## src/rtl/dr_join_handshake.sv

```systemverilog
// dr_join_handshake: N-channel dual-rail completion detector with 4-phase handshake join,
// plus illegal-code, partial-input timeout and token-count detection.
module dr_join_handshake #(
    parameter int NCH     = 4,
    parameter int W       = 8,
    parameter int TIMEOUT = 255,
    parameter int CNT_W   = 16
) (
    input  logic               clk,
    input  logic               reset,
    input  logic [NCH*W-1:0]   dt,
    input  logic [NCH*W-1:0]   df,
    input  logic [NCH-1:0]     ch_en,
    input  logic               ack_nxt,
    input  logic               err_clr,
    output logic               ack_prev,
    output logic               valid_out,
    output logic [NCH*W-1:0]   data_out,
    output logic               inv,
    output logic               err_illegal,
    output logic               err_timeout,
    output logic [CNT_W-1:0]   tok_cnt
);
    typedef enum logic [1:0] {S_NULL, S_DATA, S_RTZ} state_t;
    localparam int TW = TIMEOUT > 0 ? $clog2(TIMEOUT + 1) : 1;
    localparam logic [TW-1:0] TO = TW'(TIMEOUT);
    localparam int C1 = NCH > 1 ? 1 : 0;
    state_t state, state_n;
    logic [NCH-1:0] rv, rn, ri, en, en_q, en_n;
    logic [NCH*W-1:0] dmask, data_n;
    logic [TW-1:0] timer, timer_n;
    logic [CNT_W-1:0] cnt_n;
    logic ack_n, val_n, ill_n, to_n;
    logic all_valid, all_null, any_ill, partial;
    for (genvar i = 0; i < NCH; i++) begin : g_ch
        assign rv[i] = &(dt[i*W +: W] ^ df[i*W +: W]);
        assign rn[i] = ~|(dt[i*W +: W] | df[i*W +: W]);
        assign ri[i] = |(dt[i*W +: W] & df[i*W +: W]);
        assign dmask[i*W +: W] = {W{ch_en[i]}};
    end
    // ch_en is live only while idle; a token in flight is judged against the captured mask
    assign en        = (state == S_NULL) ? ch_en : en_q;
    assign all_valid = &(rv | ~en);
    assign all_null  = &(rn | ~en);
    assign any_ill   = |(ri & en);
    assign partial   = !all_null && !all_valid && !any_ill;
    assign inv       = rv[0] & rv[C1];
    always_comb begin
        state_n = state;
        ack_n   = ack_prev;
        val_n   = valid_out;
        data_n  = data_out;
        en_n    = en_q;
        cnt_n   = tok_cnt;
        timer_n = (state == S_NULL && partial) ? ((timer == TO) ? timer : timer + TW'(1)) : '0;
        ill_n   = any_ill || (err_illegal && !err_clr);
        to_n    = (TIMEOUT != 0 && state == S_NULL && partial && timer_n == TO) ||
                  (err_timeout && !err_clr);
        case (state)
            S_NULL: begin
                en_n = ch_en;
                if (all_valid && !any_ill && !ack_nxt) begin
                    data_n  = dt & dmask;
                    val_n   = 1'b1;
                    cnt_n   = tok_cnt + CNT_W'(1);
                    state_n = S_DATA;
                end
            end
            S_DATA: begin
                if (ack_nxt) begin
                    val_n   = 1'b0;
                    ack_n   = 1'b1;
                    state_n = S_RTZ;
                end
            end
            S_RTZ: begin
                if (all_null && !ack_nxt) begin
                    ack_n   = 1'b0;
                    state_n = S_NULL;
                end
            end
            default: state_n = S_NULL;
        endcase
    end
    always_ff @(posedge clk) begin
        if (reset) begin
            state       <= S_NULL;
            ack_prev    <= 1'b0;
            valid_out   <= 1'b0;
            data_out    <= '0;
            en_q        <= '1;
            tok_cnt     <= '0;
            timer       <= '0;
            err_illegal <= 1'b0;
            err_timeout <= 1'b0;
        end else begin
            state       <= state_n;
            ack_prev    <= ack_n;
            valid_out   <= val_n;
            data_out    <= data_n;
            en_q        <= en_n;
            tok_cnt     <= cnt_n;
            timer       <= timer_n;
            err_illegal <= ill_n;
            err_timeout <= to_n;
        end
    end
endmodule

```

## config.mk

```make
export PLATFORM = sky130hd
export DESIGN_NAME = dr_join_handshake
export DESIGN_NICKNAME = d
export VERILOG_FILES = /design/src/rtl/dr_join_handshake.sv
export SDC_FILE = /design/constraint.sdc
export NUM_CORES = 1
export LEC_CHECK = 0
export CAP_MARGIN = 20
export CORE_MARGIN = 2
export CORE_UTILIZATION = 30
export CTS_BUF_LIST = sky130_fd_sc_hd__clkbuf_16
export DETAILED_ROUTE_END_ITERATION = 7
export SLEW_MARGIN = 20
export SYNTH_ARGS = -nofsm -noshare
export SYNTH_HDL_FRONTEND = slang
export SYNTH_SLANG_ARGS = --single-unit
```

## constraint.sdc

```tcl
create_clock -name clk -period 2.89 [get_ports clk]
set_input_delay 0.4335 -clock clk [delete_from_list [all_inputs] [get_ports clk]]
set_output_delay 0.4335 -clock clk [all_outputs]
set_load 0.01 [all_outputs]
```

---- Yosys cells after proc, flatten, opt, wreduce, memory -nomap -nowiden ----
Cells that the tools add are included.
word-level totals
  bits in registers ....................... 66
  latch bits .............................. 0
  RAM bits ................................ 0
  ROM bits ................................ 0
  bits of input ports ..................... 72
  output and inout port bits .............. 53
  logic and storage cells ................. 91
  memories kept ........................... 0
cells by class
  add/subtract/negate cells ............... 2
  multipliers ............................. 0
  divide/modulo/power cells ............... 0
  order comparisons ....................... 0
  eq/ne operators ......................... 7
  shifts and indexed selects .............. 0
  muxes and demuxes ....................... 13
  bitwise operators ....................... 18
  reductions and logical operators ........ 42
operators by type and width
  cell                                           count
  OR reduction 8 bit                             8
  bitwise AND 32 bit                             1
  bitwise AND 8 bit                              4
  bitwise OR 8 bit                               4
  AND reduction 8 bit                            4
  bitwise XOR 8 bit                              4
  adder 16 x 1 -> 16 bit, second input constant  1
  equality test 8 bit, second input constant     2
  2-to-1 mux 8 bit                               2
  logical AND 1 bit                              9
  logical NOT 1 bit                              9
  AND reduction 3 bit                            3
  adder 8 x 1 -> 8 bit, second input constant    1
  bitwise OR 4 bit                               2
  AND reduction 4 bit                            2
  2-to-1 mux 2 bit                               3
  case mux 2 bit (3 select lines)                1
  bitwise AND 4 bit                              1
  2-to-1 mux 1 bit                               4
  2-to-1 mux 4 bit                               1
  inequality test 2 bit, second input constant   2
  inverter 4 bit                                 1
  case mux 1 bit (2 select lines)                2
  nonzero test 2 bit                             2
  other kinds (8)                                9

---- Logic depth before layout (Yosys ltp) ----
Gate-level depths: netlist of run 1.
  depth after elaboration ................. 13
  gate-level depth with buffers ........... 10

---- Worst setup path after synthesis of run 1 ----
Ideal clock, no wire load.
  path kind ............................... input port to flip-flop
  start ................................... input port dt[0]
  end ..................................... register tok_cnt[10]
  data arrival time ....................... 2.288 ns
  setup slack ............................. 0.531 ns
  stages on the path ...................... 7
  cells stage by stage .................... ha_1 -> nor4_1 -> nand2_1 -> a2111oi_4 -> nand4_1 -> or4_1 -> a21oi_1
between the ends
  word-level cells in the longest chain between the ends .. 8
  elaborated cells between the ends (all ways) .. 12
  classes of those cells .................. bitwise (4); reduce/logical (8)
RTL lines
  what                                      line  RTL
  from (decl)                               11    input logic [NCH*W-1:0] dt,
  bitwise AND 8 bit                         38    assign ri[i] = |(dt[i*W +: W] & df[i*W +: W]);
  OR reduction 8 bit                        38
  bitwise AND 4 bit                         45    assign any_ill = |(ri & en);
  OR reduction 4 bit                        45
  logical NOT 1 bit                         62    if (all_valid && !any_ill && !ack_nxt) begin
  logical AND 1 bit (*) (2 in a row)        62
  AND reduction 2 bit (no source line) (*)  -
  to (signal assigned)                      102   tok_cnt <= cnt_n;
  to (decl)                                 22    output logic [CNT_W-1:0] tok_cnt
Every way passes the cells marked *; elsewhere a longest branch is shown, timed or not.
A chain may end at the register's enable or synchronous reset.

---- Final worst setup path of run 1 ----
  start ................................... input port dt[8]
  end ..................................... register tok_cnt[6]
Same word-level chain as after synthesis.

==> out/qor.tcl, run 1 <==
set qor(synth_top_cells_by_area) {dfxtp_1 32%, ha_1 20%, inv_1 6.4%}
set qor(crit_path_cell_trace) {clkdlybuf4s50_1, ha_1, nor4_4, a2bb2oi_2, a2111oi_4, buf_4, nand4_1, buf_4, or3b_1, a21oi_1}
set qor(postLayoutSetupSlackWorst_ns) 0.114
set qor(antenna_found_initial) 0
set qor(boundaryPins) 125
set qor(power_frac_seq_pct) 40.2
set qor(minimum_period_implied_by_the_final_worst_setup_slack_ns) 2.78
set qor(ir_worst_vdd_uv) 184
set qor(fin_max_slew_vios) 0
set qor(globalRouteOverflowTotal) 0
set qor(synth.net_count) 641
set qor(fraction_of_the_cycle_the_final_worst_path_needs_pct) 96.1
set qor(cts.sinks) 66
set qor(highest_count_cells_in_the_layout_ignoring_fill_and_taps) {122 x clkdlybuf4s50_1, 71 x inv_1, 66 x ha_1, 66 x dfxtp_1}
set qor(setup.worst_path.start_class) {primary input}
set qor(initial_cell_density_of_the_core_pct) 30.8
set qor(detailroute.via_count) 4169
set qor(fraction_of_synthesized_cell_area_taken_by_the_top_area_cell_type_pct) 32.4
set qor(core_area_um2) 13200
set qor(first_global_vias) 4146
set qor(design.final.nets) 803
set qor(detailedPlace.worstSlack_ns) -0.273
set qor(clock_tree.root_cell) {clkbuf_16}
set qor(power.switching_uw) 540
set qor(share_comb_of_total_power_pct) 14.4
set qor(worstHoldPathType) {reg -> reg}
set qor(timing_worst_setup_path_type) {in -> reg}
set qor(synthXorXnorAreaFrac_pct) 1.29
set qor(synth_top_area_cell) {dfxtp_1}
set qor(remaining_drc_errors) 0
set qor(post_synth_fa_ha_maj_area_fraction_pct) 20.3
set qor(floorplan.die.width_um) 121
set qor(routed_via_density) 4.94
set qor(globalRouteTotalUtil_pct) 16.6
set qor(area.growth.synth_to_final_pct) 51.2
set qor(insertion_delay_ns) 0.34
set qor(multi_input_comb_area_um2) 2470
set qor(totalWireLength_um) 12100
set qor(timing.critical_path.required_ns) 3.16
set qor(synthFlopType) {dfxtp_1}
set qor(cts_tree) {done}
set qor(dp_hpwl_um) 9240
set qor(num_cts_buffers) 9
set qor(synth_mux_area_share_pct) 0.522
set qor(syn_area_per_cell_um2) 8.10
set qor(path_buf_inv) 3
set qor(setup_viol) 0
set qor(wire_per_inst_um) 14.3
set qor(final-seq-area_um2) 1320
set qor(most_common_cell_after_layout_fill_and_taps_aside) {clkdlybuf4s50_1}
set qor(fillers) 1280
set qor(yosys_register_bits) 66
set qor(status) {finished, final reports clean}
set qor(achievable-frequency_ghz) 0.360
set qor(compound_cell_area_share_of_the_yosys_netlist_pct) 14.2
set qor(crit_path_max_fanout) 5
set qor(drtPass1Iterations) 4
set qor(syn_area_um2) 4080
set qor(max_slew_margin_pct) 67.4
set qor(fraction_of_layout_instances_using_a_drive_strength_above_1_pct) 11.2
set qor(cell_family_contributing_the_most_delay_on_the_critical_path) {simple AND/OR/NAND/NOR gates}
set qor(global_route_wire_length_before_repair_um) 19200
set qor(tightest_slew_ns) 0.485
set qor(worst_hold_slack_ns) 0.452
set qor(fp.dieArea_um2) 14500
set qor(cell_area_after_placement_um2) 5790
set qor(insertedDiodeCount) 0
set qor(internal_uw) 1750
set qor(stdcell_area_um2) 6160
set qor(power_density_nw_per_um2) 371
set qor(cp_slowest_stage_delay_ns) 0.47
set qor(maxCapViolCount) 0
set qor(cts.htree.levels) 3
set qor(share_clk_of_total_power_pct) 45.5
set qor(signal_arrival_time_at_the_worst_endpoint_ns) 3.04
set qor(power.leakage_uw) 0.00253
set qor(synth_enable_flop_cells) 0
set qor(place.port_buffers) 124
set qor(combinational_family_with_the_most_area_after_synthesis) {simple AND/OR/NAND/NOR gates}
set qor(route.antenna.remaining_nets) 0
set qor(critPathSlowestCell) {clkdlybuf4s50_1}
set qor(max-clock-path-buffers) 2
set qor(fp.dieH_um) 121
set qor(power.share.switching_pct) 23.6
set qor(postSynth.asyncResetShare_pct) 0
set qor(yosysSeqAreaShare_pct) 32.4
set qor(clk_pin_slew_worst_paths_ns) 0.05
set qor(ys_warn_count) 0
set qor(end_kind) {register}
set qor(synth.lib_cells_used.distinct) 45
set qor(critical_path.most_common_cell) {buf_4}
set qor(grt_max_degree) 37
set qor(synth_cells) 503
set qor(post_synth_and_or_nand_nor_area_fraction_pct) 22.5
set qor(finalHoldViolations) 0
set qor(place_congestion) 0.829
set qor(final.setup_skew_ns) 0.00672
set qor(drt_iter0_drc) 207
set qor(fp-row-count) 42
==> kinds of logic after synthesis <==
family	Yosys count
adders and majority gates	66
muxes	2
and+or+nand+nor	179
DFF	66
AOI/OAI and AO/OA	93
xor gates and xnor gates	6
buffers and inverters	91
==> tightest hold or removal path, cell delays in order (launching register included) <==
cell and delay [ns]:
dfxtp_1 0.30, nand2_1 0.05, a21oi_1 0.05
==> metal layers <==
metal  track usage (%)  part of all wire (%)  vias up  wire (um)
met2              28.2                    47       94       5710
met4              6.32                   1.6        0        197
li1                  -                     -     2073          -
met5                 0                     0        -          0
met1              20.6                    46     1988       5510
met3              3.54                   5.2       14        632
==> power by group through the flow <==
stage	clock network (uW)	logic, uW	registers [uW]
after floorplan	0	111	938
after global placement	0	305	938
after detailed placement	0	311	938
after CTS	1070	314	919
after global routing	1110	363	919
final	1040	329	919
==> area by class of cell <==
cell class,count,share of cell area [%]
well taps,176,3.57
flip-flops and latches,66,21.4
clock inverters,5,0.812
clock buffers,9,3.65
inverters,69,4.20
repair buffers,173,26.2
multi-input cells,346,40.1
==> through the flow <==
step / utilization, % / cells / setup TNS, ns / total power (uW)
2_1_floorplan: - / 503 / 0 / 1050
3_3_place_gp: 43.7 / 827 / -5.09 / 1240
3_5_place_dp: 43.7 / 827 / -7.01 / 1250
4_1_cts: 45.8 / 841 / 0 / 2300
5_1_grt: 46.5 / 844 / -0.00614 / 2390
6_report: 46.5 / 844 / 0 / 2290
==> sequential cells by signal, summed over array words and instances, names as in the netlist <==
name,count
data_out,32
tok_cnt,16
timer,8
en_q,4
state,2
ack_prev,1
err_illegal,1
err_timeout,1
valid_out,1
==> worst paths after layout <==
path / from / endpoint / slack, ns / depth (start not counted)
setup / recovery: dt[8] / tok_cnt[6]$_SDFFE_PP0P_ / 0.11 / 10
hold / removal: data_out[17]$_SDFFE_PP0P_ / data_out[17]$_SDFFE_PP0P_ / 0.45 / 2
setup reg to reg: state[1]$_SDFFE_PP0P_ / tok_cnt[6]$_SDFFE_PP0P_ / 0.46 / 8
hold reg to reg: data_out[17]$_SDFFE_PP0P_ / data_out[17]$_SDFFE_PP0P_ / 0.45 / 2
==> Yosys cell counts (all sizes together), types with 4 or more instances <==
| master | instances |
|---|---|
| o31ai | 4 |
| nand4 | 22 |
| nor3b | 6 |
| buf | 10 |
| or3 | 9 |
| a21oi | 50 |
| nor2 | 18 |
| o21ai | 8 |
| clkbuf | 12 |
| inv | 69 |
| o22ai | 6 |
| nand2 | 50 |
| o21a | 4 |
| nand3 | 43 |
| and3 | 4 |
| nor4 | 13 |
| dfxtp | 66 |
| ha | 66 |
| xnor2 | 5 |
==> what timing repair did <==
action	in CTS	in global routing
resized for setup	1	11
hold buffers	0	0
setup endpoints to repair	1	49
pin swaps	0	2
setup buffers	0	3
(Power assumes the default switching activity.)
==> run 2, diff against run 1 <==
--- a/config.mk
+++ b/config.mk
@@ -10,6 +10,8 @@
 export CORE_UTILIZATION = 30
 export CTS_BUF_LIST = sky130_fd_sc_hd__clkbuf_16
 export DETAILED_ROUTE_END_ITERATION = 7
+export PLACE_DENSITY_LB_ADDON = 0.08
+export SKIP_CTS_REPAIR_TIMING = 1
 export SLEW_MARGIN = 20
 export SYNTH_ARGS = -nofsm -noshare
 export SYNTH_HDL_FRONTEND = slang
==> out/qor.tcl, run 2 (synthesized netlist as in run 1, its figures left out) <==
set qor(ir_worst_vdd_uv) 206
set qor(dp_hpwl_um) 9110
set qor(place.port_buffers) 124
set qor(finalHoldViolations) 0
set qor(utilization_after_layout_pct) 47.4
set qor(drt_iter0_drc) 161
set qor(achievable-frequency_ghz) 0.363
set qor(power_density_nw_per_um2) 381
set qor(most_common_cell_after_layout_fill_and_taps_aside) {clkdlybuf4s50_1}
set qor(fp.dieH_um) 121
set qor(cts.htree.levels) 3
set qor(r2r_start) {state[0]$_SDFFE_PP0P_}
set qor(timing.critical_path.required_ns) 3.15
set qor(globalRouteTotalUtil_pct) 16.8
set qor(route.antenna.remaining_nets) 0
set qor(tightest_slew_ns) 0.499
set qor(fillers) 1317
set qor(num_cts_buffers) 9
set qor(max-clock-path-buffers) 2
set qor(crit_path_max_fanout) 6
set qor(floorplan.die.width_um) 121
set qor(global_route_wire_length_before_repair_um) 19500
set qor(place.detailed.instances) 834
set qor(wire_per_inst_um) 13.9
set qor(place_congestion) 0.809
set qor(setup_viol) 0
set qor(cts.sinks) 66
set qor(timing_worst_setup_path_type) {in -> reg}
set qor(worst_hold_slack_ns) 0.449
set qor(boundaryPins) 125
set qor(fp-row-count) 42
set qor(fp.dieArea_um2) 14500
set qor(max_slew_margin_pct) 66.7
set qor(globalRouteOverflowTotal) 0
set qor(routed_via_density) 4.77
set qor(rsz_0062_raised_after_global_routing) {no}
set qor(rr_endpoint) {tok_cnt[10]$_SDFFE_PP0P_}
set qor(remaining_drc_errors) 0
set qor(end_kind) {register}
set qor(setup.worst_path.start_class) {primary input}
set qor(initial_cell_density_of_the_core_pct) 30.8
set qor(totalWireLength_um) 11900
set qor(detailroute.via_count) 4071
set qor(highest_count_cells_in_the_layout_ignoring_fill_and_taps) {122 x clkdlybuf4s50_1, 69 x inv_1, 66 x dfxtp_1}
set qor(cp-startpoint) {dt[21]}
set qor(setup.reg_to_reg.worst_slack_ns) 0.34
set qor(core_area_um2) 13200
set qor(clk_pin_slew_worst_paths_ns) 0.05
set qor(largest_registers_ranked_by_flip_flop_count) {data_out: 32 flops, tok_cnt: 16 flops, timer: 8 flops}
set qor(status) {finished, final reports clean}
set qor(fraction_of_layout_instances_using_a_drive_strength_above_1_pct) 13.3
set qor(fin_max_slew_vios) 0
set qor(final.setup_skew_ns) 0.00800
set qor(largest_register_ff_count) 32
set qor(cts_tree) {done}
set qor(fraction_of_the_cycle_the_final_worst_path_needs_pct) 95.4
set qor(design.final.nets) 811
set qor(clock_tree.root_cell) {clkbuf_16}
set qor(final-instance-count-excl-fill) 853
set qor(signal_arrival_time_at_the_worst_endpoint_ns) 3.02
set qor(largest_register) {data_out}
set qor(first_global_vias) 4046
set qor(insertedDiodeCount) 0
set qor(cells_on_worst_reg2reg_path) 7
set qor(power.leakage_uw) 0.00259
set qor(minimum_period_implied_by_the_final_worst_setup_slack_ns) 2.76
set qor(setup-tns-final_ns) 0
set qor(min_path_cells) 2
set qor(worstHoldPathType) {reg -> reg}
set qor(maxCapViolCount) 0
set qor(grt_max_degree) 40
set qor(area.growth.synth_to_final_pct) 54.0
set qor(insertion_delay_ns) 0.33
set qor(drtPass1Iterations) 6
set qor(setup.worst_path.end) {tok_cnt[10]$_SDFFE_PP0P_}
set qor(antenna_found_initial) 0
-- run 2: cell type report --
cell class	instances	area [um^2]	area share (%)
multi-input cells	346	2470	39.3
repair buffers	181	1700	27.1
flip-flops and latches	66	1320	21.0
inverters	69	259	4.13
clock buffers	9	225	3.59
well taps	176	220	3.51
clock inverters	6	82.6	1.32
-- run 2: report_power, final --
part	total, uW	internal (uW)	switching (uW)	leakage (uW)
Sequential	918	916	2.45	0.000533
Combinational	331	188	144	0.00191
Clock	1140	744	396	0.000153
-- run 2: critical path, stage by stage --
cell,delay [ns]
clkdlybuf4s50_1,0.45
ha_1,0.21
nor4_1,0.31
a2bb2oi_1,0.19
a2111oi_4,0.32
buf_4,0.18
nand4_1,0.21
or4_1,0.56
a21oi_1,0.16
-- run 2: routing by layer --
metal,GRT usage [%],up-vias,wire [um]
li1,-,2095,-
met1,21.6,1861,5480
met2,26.9,103,5420
met3,4.01,12,757
met4,7.19,0,214
met5,0,-,0
-- run 2: metrics by stage --
step | total power, uW | area (um^2) | setup slack, ns
CTS | 2410 | 6180 | -0.139
floorplan | 1050 | 4080 | 0.531
global placement | 1250 | 5870 | -0.258
detailed placement | 1260 | 5870 | -0.323
finish | 2390 | 6280 | 0.132
global route | 2490 | 6280 | 0.000781
-- run 2: worst min-delay path by stage --
stage	startpoint	endpoint	slack (ns)
floorplan	data_out[0]$_SDFFE_PP0P_	data_out[0]$_SDFFE_PP0P_	0.48
global placement	data_out[7]$_SDFFE_PP0P_	data_out[7]$_SDFFE_PP0P_	0.44
detailed placement	data_out[5]$_SDFFE_PP0P_	data_out[5]$_SDFFE_PP0P_	0.45
CTS	data_out[5]$_SDFFE_PP0P_	data_out[5]$_SDFFE_PP0P_	0.45
global route	data_out[7]$_SDFFE_PP0P_	data_out[7]$_SDFFE_PP0P_	0.47
finish	data_out[5]$_SDFFE_PP0P_	data_out[5]$_SDFFE_PP0P_	0.45
